<file path="src/rtl/store_buffer_pkg.sv">
// Shared constants, entry layout and drain-state encoding for the store buffer.
`default_nettype none

package store_buffer_pkg;

  localparam int CPU_WIDTH    = 32;
  localparam int FUNCT3_WIDTH = 3;
  localparam int WADDR_W      = CPU_WIDTH - 2;
  localparam int ENTRY_W      = WADDR_W + CPU_WIDTH + 4;

  localparam logic [FUNCT3_WIDTH-1:0] INST_SB = 3'b000;
  localparam logic [FUNCT3_WIDTH-1:0] INST_SH = 3'b001;
  localparam logic [FUNCT3_WIDTH-1:0] INST_SW = 3'b010;

  typedef enum logic [0:0] {
    STB_IDLE = 1'b0,
    STB_REQ  = 1'b1
  } stb_state_e;

  typedef struct packed {
    logic [WADDR_W-1:0]   waddr;
    logic [CPU_WIDTH-1:0] wdata;
    logic [3:0]           wstrb;
  } stb_entry_t;

endpackage

`default_nettype wire

</file>
<file path="src/rtl/store_fifo.sv">
// Synchronous FIFO holding formatted stores; exposes every slot and its valid bit.
`default_nettype none

module store_fifo #(
  parameter int DEPTH = 4,
  parameter int WIDTH = 66
) (
  input  logic                          clk,
  input  logic                          rst_n,
  input  logic                          push_i,
  input  logic                          pop_i,
  input  logic [WIDTH-1:0]              din_i,
  output logic [WIDTH-1:0]              head_o,
  output logic [$clog2(DEPTH):0]        count_o,
  output logic [DEPTH-1:0]              valid_o,
  output logic [DEPTH-1:0][WIDTH-1:0]   entries_o
);

  localparam int PW = $clog2(DEPTH);
  localparam int CW = PW + 1;

  logic [DEPTH-1:0][WIDTH-1:0] mem_q, mem_d;
  logic [PW-1:0]               wr_ptr_q, wr_ptr_d;
  logic [PW-1:0]               rd_ptr_q, rd_ptr_d;
  logic [CW-1:0]               count_q, count_d;

  // Callers never push when full or pop when empty, so no guarding here.
  always_comb begin
    mem_d    = mem_q;
    wr_ptr_d = wr_ptr_q + PW'(push_i);
    rd_ptr_d = rd_ptr_q + PW'(pop_i);
    count_d  = count_q + CW'(push_i) - CW'(pop_i);
    if (push_i) begin
      mem_d[wr_ptr_q] = din_i;
    end
  end

  always_ff @(posedge clk or negedge rst_n) begin
    if (!rst_n) begin
      mem_q    <= '0;
      wr_ptr_q <= '0;
      rd_ptr_q <= '0;
      count_q  <= '0;
    end else begin
      mem_q    <= mem_d;
      wr_ptr_q <= wr_ptr_d;
      rd_ptr_q <= rd_ptr_d;
      count_q  <= count_d;
    end
  end

  assign head_o    = mem_q[rd_ptr_q];
  assign count_o   = count_q;
  assign entries_o = mem_q;

  // A slot is live when its distance from the read pointer is below the count.
  for (genvar i = 0; i < DEPTH; i++) begin : g_valid
    logic [PW-1:0] off;
    assign off        = PW'(i) - rd_ptr_q;
    assign valid_o[i] = ({1'b0, off} < count_q);
  end

endmodule

`default_nettype wire

</file>
<file path="src/rtl/store_buffer.sv">
// Memory-stage store path: formats SB/SH/SW, queues them and drains to memory over req/ack.
`default_nettype none

module store_buffer
  import store_buffer_pkg::*;
#(
  parameter int DEPTH = 4
) (
  input  logic                    clk,
  input  logic                    rst_n,
  input  logic                    st_valid_i,
  output logic                    st_ready_o,
  input  logic [CPU_WIDTH-1:0]    st_addr_i,
  input  logic [CPU_WIDTH-1:0]    st_data_i,
  input  logic [FUNCT3_WIDTH-1:0] funct3_i,
  output logic                    misalign_o,
  input  logic [CPU_WIDTH-1:0]    ld_addr_i,
  output logic                    ld_hit_o,
  output logic                    mem_req_o,
  output logic [CPU_WIDTH-1:0]    mem_addr_o,
  output logic [CPU_WIDTH-1:0]    mem_wdata_o,
  output logic [3:0]              mem_wstrb_o,
  input  logic                    mem_ack_i,
  output logic                    empty_o
);

  localparam int CW = $clog2(DEPTH) + 1;

  logic [1:0]           k;
  logic                 fmt_ok;
  logic                 misaligned;
  logic [CPU_WIDTH-1:0] fmt_wdata;
  logic [3:0]           fmt_wstrb;
  logic                 accept;
  logic                 push;
  logic                 pop;
  logic                 misalign_q, misalign_d;
  stb_state_e           state_q, state_d;
  stb_entry_t           new_entry;
  stb_entry_t           head;
  logic [ENTRY_W-1:0]   head_raw;
  logic [CW-1:0]        count;
  logic [DEPTH-1:0]     valid;
  logic [DEPTH-1:0]     hit_vec;
  logic [DEPTH-1:0][ENTRY_W-1:0] entries;
  logic                 unused_ld_bits;

  assign k = st_addr_i[1:0];

  always_comb begin
    fmt_ok     = 1'b0;
    misaligned = 1'b0;
    fmt_wdata  = '0;
    fmt_wstrb  = '0;
    case (funct3_i)
      INST_SB: begin
        fmt_ok    = 1'b1;
        fmt_wdata = {4{st_data_i[7:0]}};
        fmt_wstrb = 4'b0001 << k;
      end
      INST_SH: begin
        fmt_ok     = ~k[0];
        misaligned = k[0];
        fmt_wdata  = {2{st_data_i[15:0]}};
        fmt_wstrb  = k[1] ? 4'b1100 : 4'b0011;
      end
      INST_SW: begin
        fmt_ok     = (k == 2'b00);
        misaligned = (k != 2'b00);
        fmt_wdata  = st_data_i;
        fmt_wstrb  = 4'b1111;
      end
      default: ;
    endcase
  end

  assign st_ready_o = (count < CW'(DEPTH));
  assign accept     = st_valid_i & st_ready_o;
  assign push       = accept & fmt_ok;
  assign misalign_d = accept & misaligned;

  assign new_entry.waddr = st_addr_i[CPU_WIDTH-1:2];
  assign new_entry.wdata = fmt_wdata;
  assign new_entry.wstrb = fmt_wstrb;

  store_fifo #(
    .DEPTH (DEPTH),
    .WIDTH (ENTRY_W)
  ) u_fifo (
    .clk       (clk),
    .rst_n     (rst_n),
    .push_i    (push),
    .pop_i     (pop),
    .din_i     (new_entry),
    .head_o    (head_raw),
    .count_o   (count),
    .valid_o   (valid),
    .entries_o (entries)
  );

  assign head = stb_entry_t'(head_raw);

  // Outputs are zeroed outside REQ so the bus is quiet when nothing is pending.
  always_comb begin
    state_d     = state_q;
    mem_req_o   = (state_q == STB_REQ);
    mem_addr_o  = '0;
    mem_wdata_o = '0;
    mem_wstrb_o = '0;
    pop         = 1'b0;
    case (state_q)
      STB_IDLE: begin
        if (count != '0) begin
          state_d = STB_REQ;
        end
      end
      STB_REQ: begin
        mem_addr_o  = {head.waddr, 2'b00};
        mem_wdata_o = head.wdata;
        mem_wstrb_o = head.wstrb;
        pop         = mem_ack_i;
        if (mem_ack_i && (count == CW'(1)) && !push) begin
          state_d = STB_IDLE;
        end
      end
      default: state_d = STB_IDLE;
    endcase
  end

  always_ff @(posedge clk or negedge rst_n) begin
    if (!rst_n) begin
      state_q    <= STB_IDLE;
      misalign_q <= 1'b0;
    end else begin
      state_q    <= state_d;
      misalign_q <= misalign_d;
    end
  end

  assign misalign_o = misalign_q;
  assign empty_o    = (count == '0);

  // The head being popped is still valid this cycle; the store being accepted is not yet.
  for (genvar i = 0; i < DEPTH; i++) begin : g_hit
    stb_entry_t e;
    logic       unused_lane_bits;
    assign e                = stb_entry_t'(entries[i]);
    assign hit_vec[i]       = valid[i] & (e.waddr == ld_addr_i[CPU_WIDTH-1:2]);
    assign unused_lane_bits = ^{e.wdata, e.wstrb};
  end

  assign ld_hit_o       = |hit_vec;
  assign unused_ld_bits = ^ld_addr_i[1:0];

endmodule

`default_nettype wire

</file>
<file path="config.mk">
export PLATFORM = sky130hd
export DESIGN_NAME = store_buffer
export DESIGN_NICKNAME = d
export VERILOG_FILES = /design/src/rtl/store_buffer_pkg.sv /design/src/rtl/store_fifo.sv /design/src/rtl/store_buffer.sv
export SDC_FILE = /design/constraint.sdc
export NUM_CORES = 1
export LEC_CHECK = 0
export ABC_CLOCK_PERIOD_IN_PS = 2500
export CELL_PAD_IN_SITES_DETAIL_PLACEMENT = 0
export CELL_PAD_IN_SITES_GLOBAL_PLACEMENT = 1
export CORE_MARGIN = 3
export CORE_UTILIZATION = 53
export DETAILED_ROUTE_END_ITERATION = 8
export DONT_BUFFER_PORTS = 1
export GPL_ROUTABILITY_DRIVEN = 1
export MAX_ROUTING_LAYER = met4
export PLACE_DENSITY = 0.82
export SLEW_MARGIN = 20
export SYNTH_ARGS = -nofsm -noshare
export SYNTH_HDL_FRONTEND = slang
export SYNTH_HIERARCHICAL = 1
export SYNTH_SLANG_ARGS = --single-unit
</file>
<file path="constraint.sdc">
create_clock -name clk -period 2.5 [get_ports clk]
set_input_delay 0.375 -clock clk [delete_from_list [all_inputs] [get_ports clk]]
set_output_delay 0.375 -clock clk [all_outputs]
set_load 0.01 [all_outputs]
</file>
==> results of run 1 <==
## layout make-up
cell class,count,area share
diodes,1,0.000155
flip-flops and latches,273,0.424
multi-input cells,699,0.442
clock buffers,42,0.0543
repair buffers,56,0.0399
clock inverters,13,0.0121
well taps,335,0.0260
inverters,9,0.00209
## cell usage in the layout (no fill, tap or decap), types with 3 or more instances in the layout
cell type,instances
or2_2,4
bufinv_16,5
clkinv_2,6
nand4_1,25
nand2b_1,3
dfrtp_1,270
mux4_2,66
and2_1,75
a21oi_1,33
nand2_1,18
mux2i_1,7
or2_1,5
xnor2_1,76
nor2_1,20
dlygate4sd3_1,30
buf_4,14
xor2_1,47
buf_8,3
mux2_2,264
clkbuf_8,6
inv_1,8
ha_1,7
nor4_1,14
buf_12,4
clkbuf_1,5
o21a_1,3
clkbuf_16,34
nor2b_1,11
## layer usage
| layer | vias up | part of all wire |
|---|---|---|
| met5 | - | 0 |
| met4 | 0 | 0.027 |
| met3 | 58 | 0.069 |
| met2 | 262 | 0.49 |
| met1 | 4412 | 0.41 |
| li1 | 3793 | - |
## report_power, final
part           switching [uW]  internal (uW)
clock                    1790           2950
combinational            3180           3940
sequential               1220           6060
## final timing paths
check,start,to,slack (ps),cells after the start
worst max-delay path,u_fifo/rd_ptr_q[1],ld_hit_o,-290,9
worst max register to register,u_fifo/count_o[2],u_fifo/entries_o[46],470,5
min in group clk,funct3_i[2],misalign_o,50,2
worst min register to register,u_fifo/entries_o[138],u_fifo/entries_o[138],500,1
worst min-delay path,rst_n,u_fifo/entries_o[59],-480,0
max in group asynchronous,rst_n,u_fifo/entries_o[215],2630,0
## cells by family after synthesis
logic type	Yosys count	share of synthesized area
other	1	0.000262
AND/OR/NAND/NOR	186	0.0751
XOR/XNOR	126	0.0781
multiplexers	337	0.316
adder cells (fa/ha/maj)	9	0.00839
buffers and inverters	80	0.0305
AO/OA/AOI/OAI	39	0.0143
flip-flops	273	0.477
## state kept, by name, summed over array words and instances, names as in the netlist
| name | flops |
|---|---|
| mem_req_o | 1 |
| misalign_o | 1 |
| u_fifo/count_o | 3 |
| u_fifo/entries_o | 264 |
| u_fifo/rd_ptr_q | 2 |
| u_fifo/wr_ptr_q | 2 |
## per-stage QoR
stage / cell area, um^2 / hold WS (ps) / power (uW)
global route: 16100 / -499 / 20200
finish: 16100 / -479 / 19100
global placement: 14600 / 87.2 / 13800
detailed placement: 14600 / 87.8 / 14000
floorplan: 14300 / 79.4 / 12300
CTS: 15900 / -495 / 18800
## what timing repair did
action                                 CTS  global route
endpoints found under the hold margin  393           273
gates cloned                             0             6
setup endpoints to repair               54            67
setup buffers                            0             2
pin swaps                                1             2
gates resized for setup                  1            15
## worst max-delay path: stages (launching register included)
cell	delay, ps
dfrtp_4	510
xnor2_4	180
inv_2	60
ha_4	210
a21oi_2	110
or2_4	130
nand4_1	80
nor4_2	270
nand4_1	120
nand4_1	200
==> metrics, run 1 <==
data required time at the worst endpoint 2120 ps; Yosys top cell by area dfrtp_1; total number of vias 8525; class of the tightest hold or removal check in -> async; static leakage 0.00725 uW; M3 GR Usage 0.0620; DP HPWL about 23000 um; placed instance count ~1300; clock-pin slew of the registers on the worst-case setup and hold paths 60 ps; DRC violations left 0; number of nets still failing antenna checks after routing 0; number of CTS-inserted buffers 30; Overflow after GRT 0; met1 routing resource usage after global routing 0.315; proportion of synthesized flip-flops having asynchronous set or reset 1.00; mean instance size in the synthesized netlist 13.6 um^2; sequential cell area 6840 um^2; maximum number of pins on one net before global-route repair 274; CTS tree built; starting utilization of the core area 0.545; top-count cell post-synth dfrtp_1; drt total wl 36000 um; Wirelength per Cell approximately 25 um; arrival time at the worst endpoint 2410 ps; fin worst setup slack -288 ps; power per standard cell area 1190 nW/um^2; clock period minus worst slack 2790 ps; clock latency on the worst-skew pair 560 ps; Global Route met2 Usage 0.400; non-filler cells in the finished layout 1428; number of detailed-routing iterations run before antenna repair 4; count of filler cells inserted in the layout 2116; x dimension of the die 170 um; portion of synthesized cell area occupied by the leading cell type 0.477; warnings from Yosys 6; IO Pins 176; GR Util All Layers 0.247; share of the clock period used by the worst path 1.12; pin slew with the least headroom to its limit around 800 ps; startpoint-to-endpoint class of the critical path reg -> out; worst setup skew after layout 11.0 ps; number of failing hold endpoints at the final stage 273; share of post-route cells with drive strength above 1 0.388; number of global-route vias before repair 9057; highest attainable clock frequency 0.359 GHz; hold_ws -479 ps; Max Slew Vio Count 0; clk buf depth 3; final core occ 0.614; synthesized flop and latch total 273; Most used DFF post-synth dfrtp_1; number of clock sinks 273; site row count between 50 and 60; failing checks negative hold slack, negative setup slack; Gate Count Post-Synth 1051; Synth cell types 35; final weighted congestion of routability-driven global placement between 0.8 and 0.9; total negative slack for setup checks -871 ps; maximum level of the CTS H-tree 1; commonest cells in the synthesized netlist dfrtp_1, mux2_2, xnor2_1; number of hold-repair buffers added at the cts stage 30; Root Buffer Master clkbuf_16; area of the die 29000 um^2; Worst Setup Start Kind flip-flop; first-pass GRT wire length about 54000 um; run status complete, but fails checks; element type at the critical path end output port; global routing's busiest layer met2; core region area 26300 um^2; final number of setup-violating endpoints 39; Die Height around 170 um; relative slew slack 0.473; Max IR drop VDD 0.000660 V; PortBufs 0; detailed-route vias per instance 5.97; initial antenna violation count 1; crit-path max FO 4; EDFF count, synth 0; number of nets in the final layout roughly 1200; Mapped Area 14300 um^2; Setup Slack @ Placement 231 ps; ranking of synthesized cells by area dfrtp_1, mux2_2, mux4_2; area of combinational cells with multiple inputs approximately 7100 um^2; sequential-to-total area share from yosys stat 0.477; count of max-cap constraint violations 0; Area Growth Syn to Fin 12.7%; DRC violation total after the first TritonRoute iteration a little over 500; RSZ-0062 raised after global routing true
Note: power is estimated with default switching activity, not from simulation.
==> inputs of run 2 (changes only) <==
--- a/config.mk
+++ b/config.mk
@@ -5,16 +5,16 @@
 export SDC_FILE = /design/constraint.sdc
 export NUM_CORES = 1
 export LEC_CHECK = 0
-export ABC_CLOCK_PERIOD_IN_PS = 2500
+export ABC_CLOCK_PERIOD_IN_PS = 3230
 export CELL_PAD_IN_SITES_DETAIL_PLACEMENT = 0
 export CELL_PAD_IN_SITES_GLOBAL_PLACEMENT = 1
 export CORE_MARGIN = 3
-export CORE_UTILIZATION = 53
+export CORE_UTILIZATION = 55
 export DETAILED_ROUTE_END_ITERATION = 8
 export DONT_BUFFER_PORTS = 1
 export GPL_ROUTABILITY_DRIVEN = 1
 export MAX_ROUTING_LAYER = met4
-export PLACE_DENSITY = 0.82
+export PLACE_DENSITY = 0.85
 export SLEW_MARGIN = 20
 export SYNTH_ARGS = -nofsm -noshare
 export SYNTH_HDL_FRONTEND = slang
==> constraint.sdc (replaced) <==
create_clock -name clk -period 3.23 [get_ports clk]
set_input_delay 0.4845 -clock clk [delete_from_list [all_inputs] [get_ports clk]]
set_output_delay 0.4845 -clock clk [all_outputs]
set_load 0.01 [all_outputs]
==> run 2 against run 1 <==
  * The run ends with negative hold slack left
  * Die area fell by 3.5%
  * Critical path depth did not move
  * Global-route usage rose by 0.25 points
  * Worst hold slack improved by 110 ps
  * Clock power fell by 32%
  * Cell count fell by 3.2%
  * Final area fell by 4.2%
  * Clock skew rose by 7.5 ps
  * Total power fell by 27%
  * Critical path type unchanged
  * Highest routed layer unchanged
==> metrics, run 2 (synthesized netlist as in run 1, its figures left out) <==
switching fraction of total power 0.328; net switching power figure roughly 4600 uW; cell area after placement 14500 um^2; share of the clock period used by the worst path 0.938; total negative slack for setup checks 0 ps; Overflow after GRT 0; number of CTS-inserted buffers 29; number of clock sinks 273; max reg flops roughly 260; most used cell along the critical path nand4_1; core region area 25400 um^2; startpoint of the most critical register-to-register path u_fifo/count_o[2]; total number of vias 8397; failing checks negative hold slack; Clock power frac 0.232; first-pass GRT wire length 53000 um; x dimension of the die 167 um; worst setup skew after layout 18.5 ps; static leakage approximately 0.0070 uW; internal power 9360 uW; CTS tree built; highest attainable clock frequency around 0.33 GHz; number of failing hold endpoints at the final stage 273; drt total wl 33900 um; clock latency on the worst-skew pair ~560 ps; Max Slew Vio Count 0; cells along the critical path xnor2_2 > inv_1 > ha_1 > a21oi_1 > or2_2 > nand4_1 > nor4_1 > nand4_1 > nand4_1; site row count 58; DP HPWL 22600 um; Power Total about 14000 uW; Root Buffer Master clkbuf_16; hold_ws -368 ps; data required time at the worst endpoint around 2800 ps; number of nets in the final layout roughly 1100; IO Pins between 150 and 200; top library cells by usage in the layout, fill and taps aside dfrtp_1, mux2_2, xnor2_1, and2_1, mux4_2; RSZ-0062 raised after global routing false; clk buf depth 3; element type at the critical path end output port; maximum number of pins on one net before global-route repair ~270; maximum level of the CTS H-tree 1; reg2reg end u_fifo/entries_o[45]; slowest CP cell dfrtp_4; DRC violation total after the first TritonRoute iteration 742; arrival time at the worst endpoint 2540 ps; starting utilization of the core area 0.564; count of max-cap constraint violations 0; clock-pin slew of the registers on the worst-case setup and hold paths 60 ps; cell family with the largest share of critical-path delay simple AND/OR/NAND/NOR gates; startpoint-to-endpoint class of the critical path reg -> out; Worst Setup Start Kind flip-flop; final weighted congestion of routability-driven global placement 0.873; most common library cell in the layout ignoring fill and taps dfrtp_1; stage delay of the slowest cell on the critical path around 600 ps; Setup Slack @ Placement around 580 ps; GR Util All Layers 0.250; crit-path max FO 14; reg2reg setup slack 770 ps; critical path endpoint ld_hit_o; sequential group share of total power 0.407; initial antenna violation count 1; Wirelength per Cell 24.6 um; number of nets still failing antenna checks after routing 0; clock period minus worst slack 3030 ps; Area Growth Syn to Fin 7.99%; final core occ 0.609; power per standard cell area 901 nW/um^2; Logic pwr share 0.361; class of the tightest hold or removal check in -> async; source of the critical timing path u_fifo/rd_ptr_q[1]; cell area after layout 15500 um^2; detailed-route vias per instance 6.08; number of global-route vias before repair just under 9000; Max IR drop VDD 0.000667 V; PortBufs 0; number of detailed-routing iterations run before antenna repair 5; relative slew slack 0.488; final number of setup-violating endpoints 0; pin slew with the least headroom to its limit 768 ps; sum of buffers and inverters on the critical path 1; count of cells along the worst register-to-register path 5; Levels on crit path 9; Die Height 167 um; DRC violations left 0; fin worst setup slack 201 ps; run status complete, but fails checks; share of post-route cells with drive strength above 1 0.386; area of the die 28000 um^2
==> run 2: cell count changes in the layout (fill, tap and decap cells not counted), moves of 2 or more <==
| cell | previous run | this run |
|---|---|---|
| clkbuf_8 | 6 | 9 |
| dlygate4sd3_1 | 30 | 0 |
| nor4_1 | 14 | 16 |
| buf_12 | 4 | 1 |
| bufinv_16 | 5 | 0 |
| clkbuf_1 | 5 | 7 |
| nor4_2 | 2 | 0 |
| clkbuf_16 | 34 | 29 |
==> run 2: stage by stage <==
step | cells | hold slack, ps
2_1_floorplan | 1052 | 189
3_3_place_gp | 1324 | 196
3_5_place_dp | 1324 | 194
4_1_cts | 1377 | -402
5_1_grt | 1382 | -393
6_report | 1382 | -368
==> run 2: layout make-up <==
class / instances / area [um^2]
Antenna cell: 1 / 2.50
Clock buffer: 45 / 876
Clock inverter: 8 / 61.3
Fill cell: 2016 / 9930
Inverter: 9 / 33.8
Multi-Input combinational cell: 699 / 7080
Sequential cell: 273 / 6840
Tap cell: 330 / 413
Timing Repair Buffer: 17 / 155
==> run 2: worst min path at each step <==
stage,start,end,slack (ps),cells after the start
finish,rst_n,u_fifo/entries_o[64],-370,0
global route,rst_n,u_fifo/entries_o[64],-390,0
CTS,rst_n,u_fifo/count_o[1],-400,0
detailed placement,rst_n,u_fifo/entries_o[64],190,0
global placement,rst_n,u_fifo/entries_o[64],200,0
floorplan,rst_n,mem_req_o,190,0
==> run 2: what timing repair did <==
| action | in CTS | in global routing |
|---|---|---|
| endpoints found under the hold margin | 273 | 273 |
| gates cloned | 0 | 0 |
| setup buffers | 0 | 4 |
| endpoints found under the setup margin | 1 | 1 |
| resized for setup | 1 | 3 |
==> run 2: power by group through the flow <==
stage,Sequential [uW],Clock [uW],Combinational (uW)
global placement,5730,0,4850
CTS,5740,3290,4960
floorplan,5380,0,4140
global route,5860,3460,5420
finish,5670,3230,5030
detailed placement,5800,0,4930
==> run 2: routing by layer <==
metal | vias to the layer above | share of wire | global-route usage
li1 | 3701 | - | -
met1 | 4340 | 0.41 | 0.327
met2 | 304 | 0.49 | 0.400
met3 | 52 | 0.079 | 0.0619
met4 | 0 | 0.025 | 0.0591
met5 | - | 0 | -
==> RTL edit (settings of run 2) <==
`DEPTH` is set to 4 in 2 places; all go to 8.
--- a/src/rtl/store_fifo.sv
+++ b/src/rtl/store_fifo.sv
@@ -2,7 +2,7 @@
 `default_nettype none
 
 module store_fifo #(
-  parameter int DEPTH = 4,
+  parameter int DEPTH = 8,
   parameter int WIDTH = 66
 ) (
   input  logic                          clk,
--- a/src/rtl/store_buffer.sv
+++ b/src/rtl/store_buffer.sv
@@ -4,7 +4,7 @@
 module store_buffer
   import store_buffer_pkg::*;
 #(
-  parameter int DEPTH = 4
+  parameter int DEPTH = 8
 ) (
   input  logic                    clk,
   input  logic                    rst_n,
Check against the original RTL: no difference found for any inputs over 4 cycles, from zero or initial values and one cycle with rst_n low; that may be too few to reach the edited logic, so the function may still have changed.
==> RTL edit against run 2 <==
- power grew 88%
- sequential power grew 76%
- synthesized area grew 99%
- the flow finishes with violations (hold timing, slew limit, setup timing)
- setup slack lost 290 ps
- cell area grew 100%
- sequential share of layout area shrank 0.57 points
- sequential cell count grew 267
- via count grew 110%
- hold slack lost 2.8 ps
- global-route usage grew 5.0 points
- routed wire length grew 130%
==> RTL edit: results (changes against run 2) <==
Outcome: complete, but fails checks (unchanged)
Failing checks: hold timing, slew limit, setup timing (was hold timing)
Seq/Total Area, Yosys: 47.5% (was 47.7%)
GRT Util Overall: 30.0% (was 25.0%)
Clk_lat worst skew: 620 ps (was 560 ps)
Yosys cell types: 38 (was 35)
Cells after DPL: 2687 (was 1324)
Share of cells above drive strength 1: 38.6% (about the same)
Crit Path Max Fanout: 4 (was 14)
Initial antenna violation count: 2 (was 1)
Nets: 2222 (was 1141)
Wire per inst: 28.0 um (was 24.6 um)
Post-synthesis async set-or-reset flop share: 100% (unchanged)
Cts bufs inserted: 56 (was 29)
Sum Neg Setup Slack: -90.8 ps (was 0 ps)
Post-synthesis compound-gate area fraction: 1.14% (was 1.43%)
Leak: 14.0 nW (was 6.97 nW)
Htree depth: 2 (was 1)
Layout Cells excl Fill: 2815 (was 1382)
VDD IR-drop max: 0.000658 V (was 0.000667 V)
CTS Hold Bufs: 10
Post-synth top cells: 540 x dfrtp_1, 522 x mux2_2, 241 x xnor2_1, 218 x nand2_1, 132 x mux4_2 (was 273 x dfrtp_1, 264 x mux2_2, 77 x xnor2_1, 75 x and2_1, 66 x mux4_2)
Critical Path Max Stage Delay: 510 ps (was 600 ps)
Top cells by area, synth: dfrtp_1 47%, mux2_2 21%, mux4_2 10%, xnor2_1 7.4%, nand2_1 2.9% (was dfrtp_1 48%, mux2_2 21%, mux4_2 10%, xnor2_1 4.7%, and2_1 3.3%)
Fill count: 3846 (was 2016)
Slew HR: -22.1% (was 48.8%)
Clock skew: 12.6 ps (was 18.5 ps)
Initial DRC Count: 1542 (was 742)
Worst hold path class: in -> async (unchanged)
Adder-Cell Fraction of Synth Area: 1.04% (was 0.839%)
Max-cap violations: 0 (unchanged)
Post-Synthesis Cells: 2137 (was 1051)
Max-slew violations: 190 (was 0)
First-pass GRT wire length: 118 mm (was 53.0 mm)
Ys flop type: dfrtp_1 (unchanged)
PnR worst setup slack: -90.8 ps (was 201 ps)
Synth warn: 6 (unchanged)
Largest net degree at the start of global routing: 541 (was 274)
Clk buf depth: 3 (unchanged)
Final setup vio count: 1 (was 0)
Worst hold slack: -371 ps (was -368 ps)
Multiplexer share of the synthesized area: 31.6% (about the same)
Post-DP HPWL: 50.4 mm (was 22.6 mm)
Max FFs per register: 528 (was 264)
Final hold violation count: 540 (was 273)
Buffers on Ports: 0 (unchanged)
CP endpoint kind: primary output (unchanged)
Xor/xnor share of the synthesized area: 7.68% (was 7.81%)
Final Wtd Congestion: 0.981 (was 0.873)
CP arrival: 2840 ps (was 2540 ps)
Root buffer cell: clkbuf_16 (unchanged)
CP max-delay cell: dfrtp_4 (unchanged)
Via density: 6.30 (was 6.08)
Clk pin slew, worst setup/hold paths: 60 ps (about the same)
Pre-Repair DR Iteration Count: 5 (unchanged)
[RTL edit: through the flow]
step | utilization (%) | instance area, um2 | power, mW | hold slack (ps) | setup slack, ps
after CTS | 60.9 | 30900 | 26.1 | -398 | -97.1
final | 61.1 | 31000 | 26.1 | -371 | -90.8
after global placement | 56.7 | 28700 | 18.9 | 251 | 434
after floorplan | - | 28500 | 16.6 | 189 | 354
after global routing | 61.1 | 31000 | 27.3 | -397 | -185
after detailed placement | 56.7 | 28700 | 19.2 | 250 | 448
[RTL edit: final timing paths]
kind / startpoint / to / slack (ps) / cells past startpoint
max in group asynchronous: rst_n / u_fifo/rd_ptr_q[2] / 1960 / 0
min: rst_n / u_fifo/entries_o[112] / -370 / 0
min reg2reg: u_fifo/entries_o[152] / u_fifo/entries_o[152] / 490 / 1
min in group clk: st_addr_i[22] / u_fifo/entries_o[386] / 20 / 1
max reg2reg: u_fifo/count_o[3] / u_fifo/entries_o[316] / 660 / 6
max: u_fifo/rd_ptr_q[1] / ld_hit_o / -90 / 10
[RTL edit: final cells by class]
type | instances | area share, %
Inverter | 17 | 0.226
Clock buffer | 82 | 5.23
Clock inverter | 19 | 0.703
Multi-Input combinational cell | 1428 | 45.5
Sequential cell | 540 | 43.7
Timing Repair Buffer | 53 | 1.97
Antenna cell | 4 | 0.0323
Tap cell | 672 | 2.71
[RTL edit: logic make-up after synthesis]
group	count (synthesis)
DFF	540
buffers and inverters	170
AOI/OAI and AO/OA	56
and+or+nand+nor	431
muxes	668
xor gates and xnor gates	248
adders and majority gates	23
other	1
[RTL edit: critical path: cells and delay by family, from the launching register on]
kind / cells / cell delay, ps
xor+xnor: 1 / 170
compound gates: 3 / 450
flops: 1 / 510
buf+inv: 2 / 230
simple gates: 3 / 580
fa+ha+maj: 1 / 270
[RTL edit: where the power goes]
part	switching, mW	internal [mW]
logic	4.79	4.83
registers	1.46	8.59
clock network	2.69	3.78
total	8.94	17.2
[RTL edit: per-layer routing]
metal / GRT usage (%) / share of wire (%) / routed length [um]
met5: - / 0 / 0
met4: 10.6 / 3.8 / 2970
met3: 6.02 / 7.8 / 6130
met2: 46.8 / 48 / 37700
met1: 39.5 / 41 / 32100
[RTL edit: repair_timing]
| action | in CTS | in global routing |
|---|---|---|
| hold endpoints to repair | 592 | 540 |
| pin swaps | 10 | 9 |
| gates cloned | 2 | 0 |
| buffers inserted | 6 | 5 |
| gates resized for setup | 15 | 14 |
| endpoints found under the setup margin | 2 | 4 |
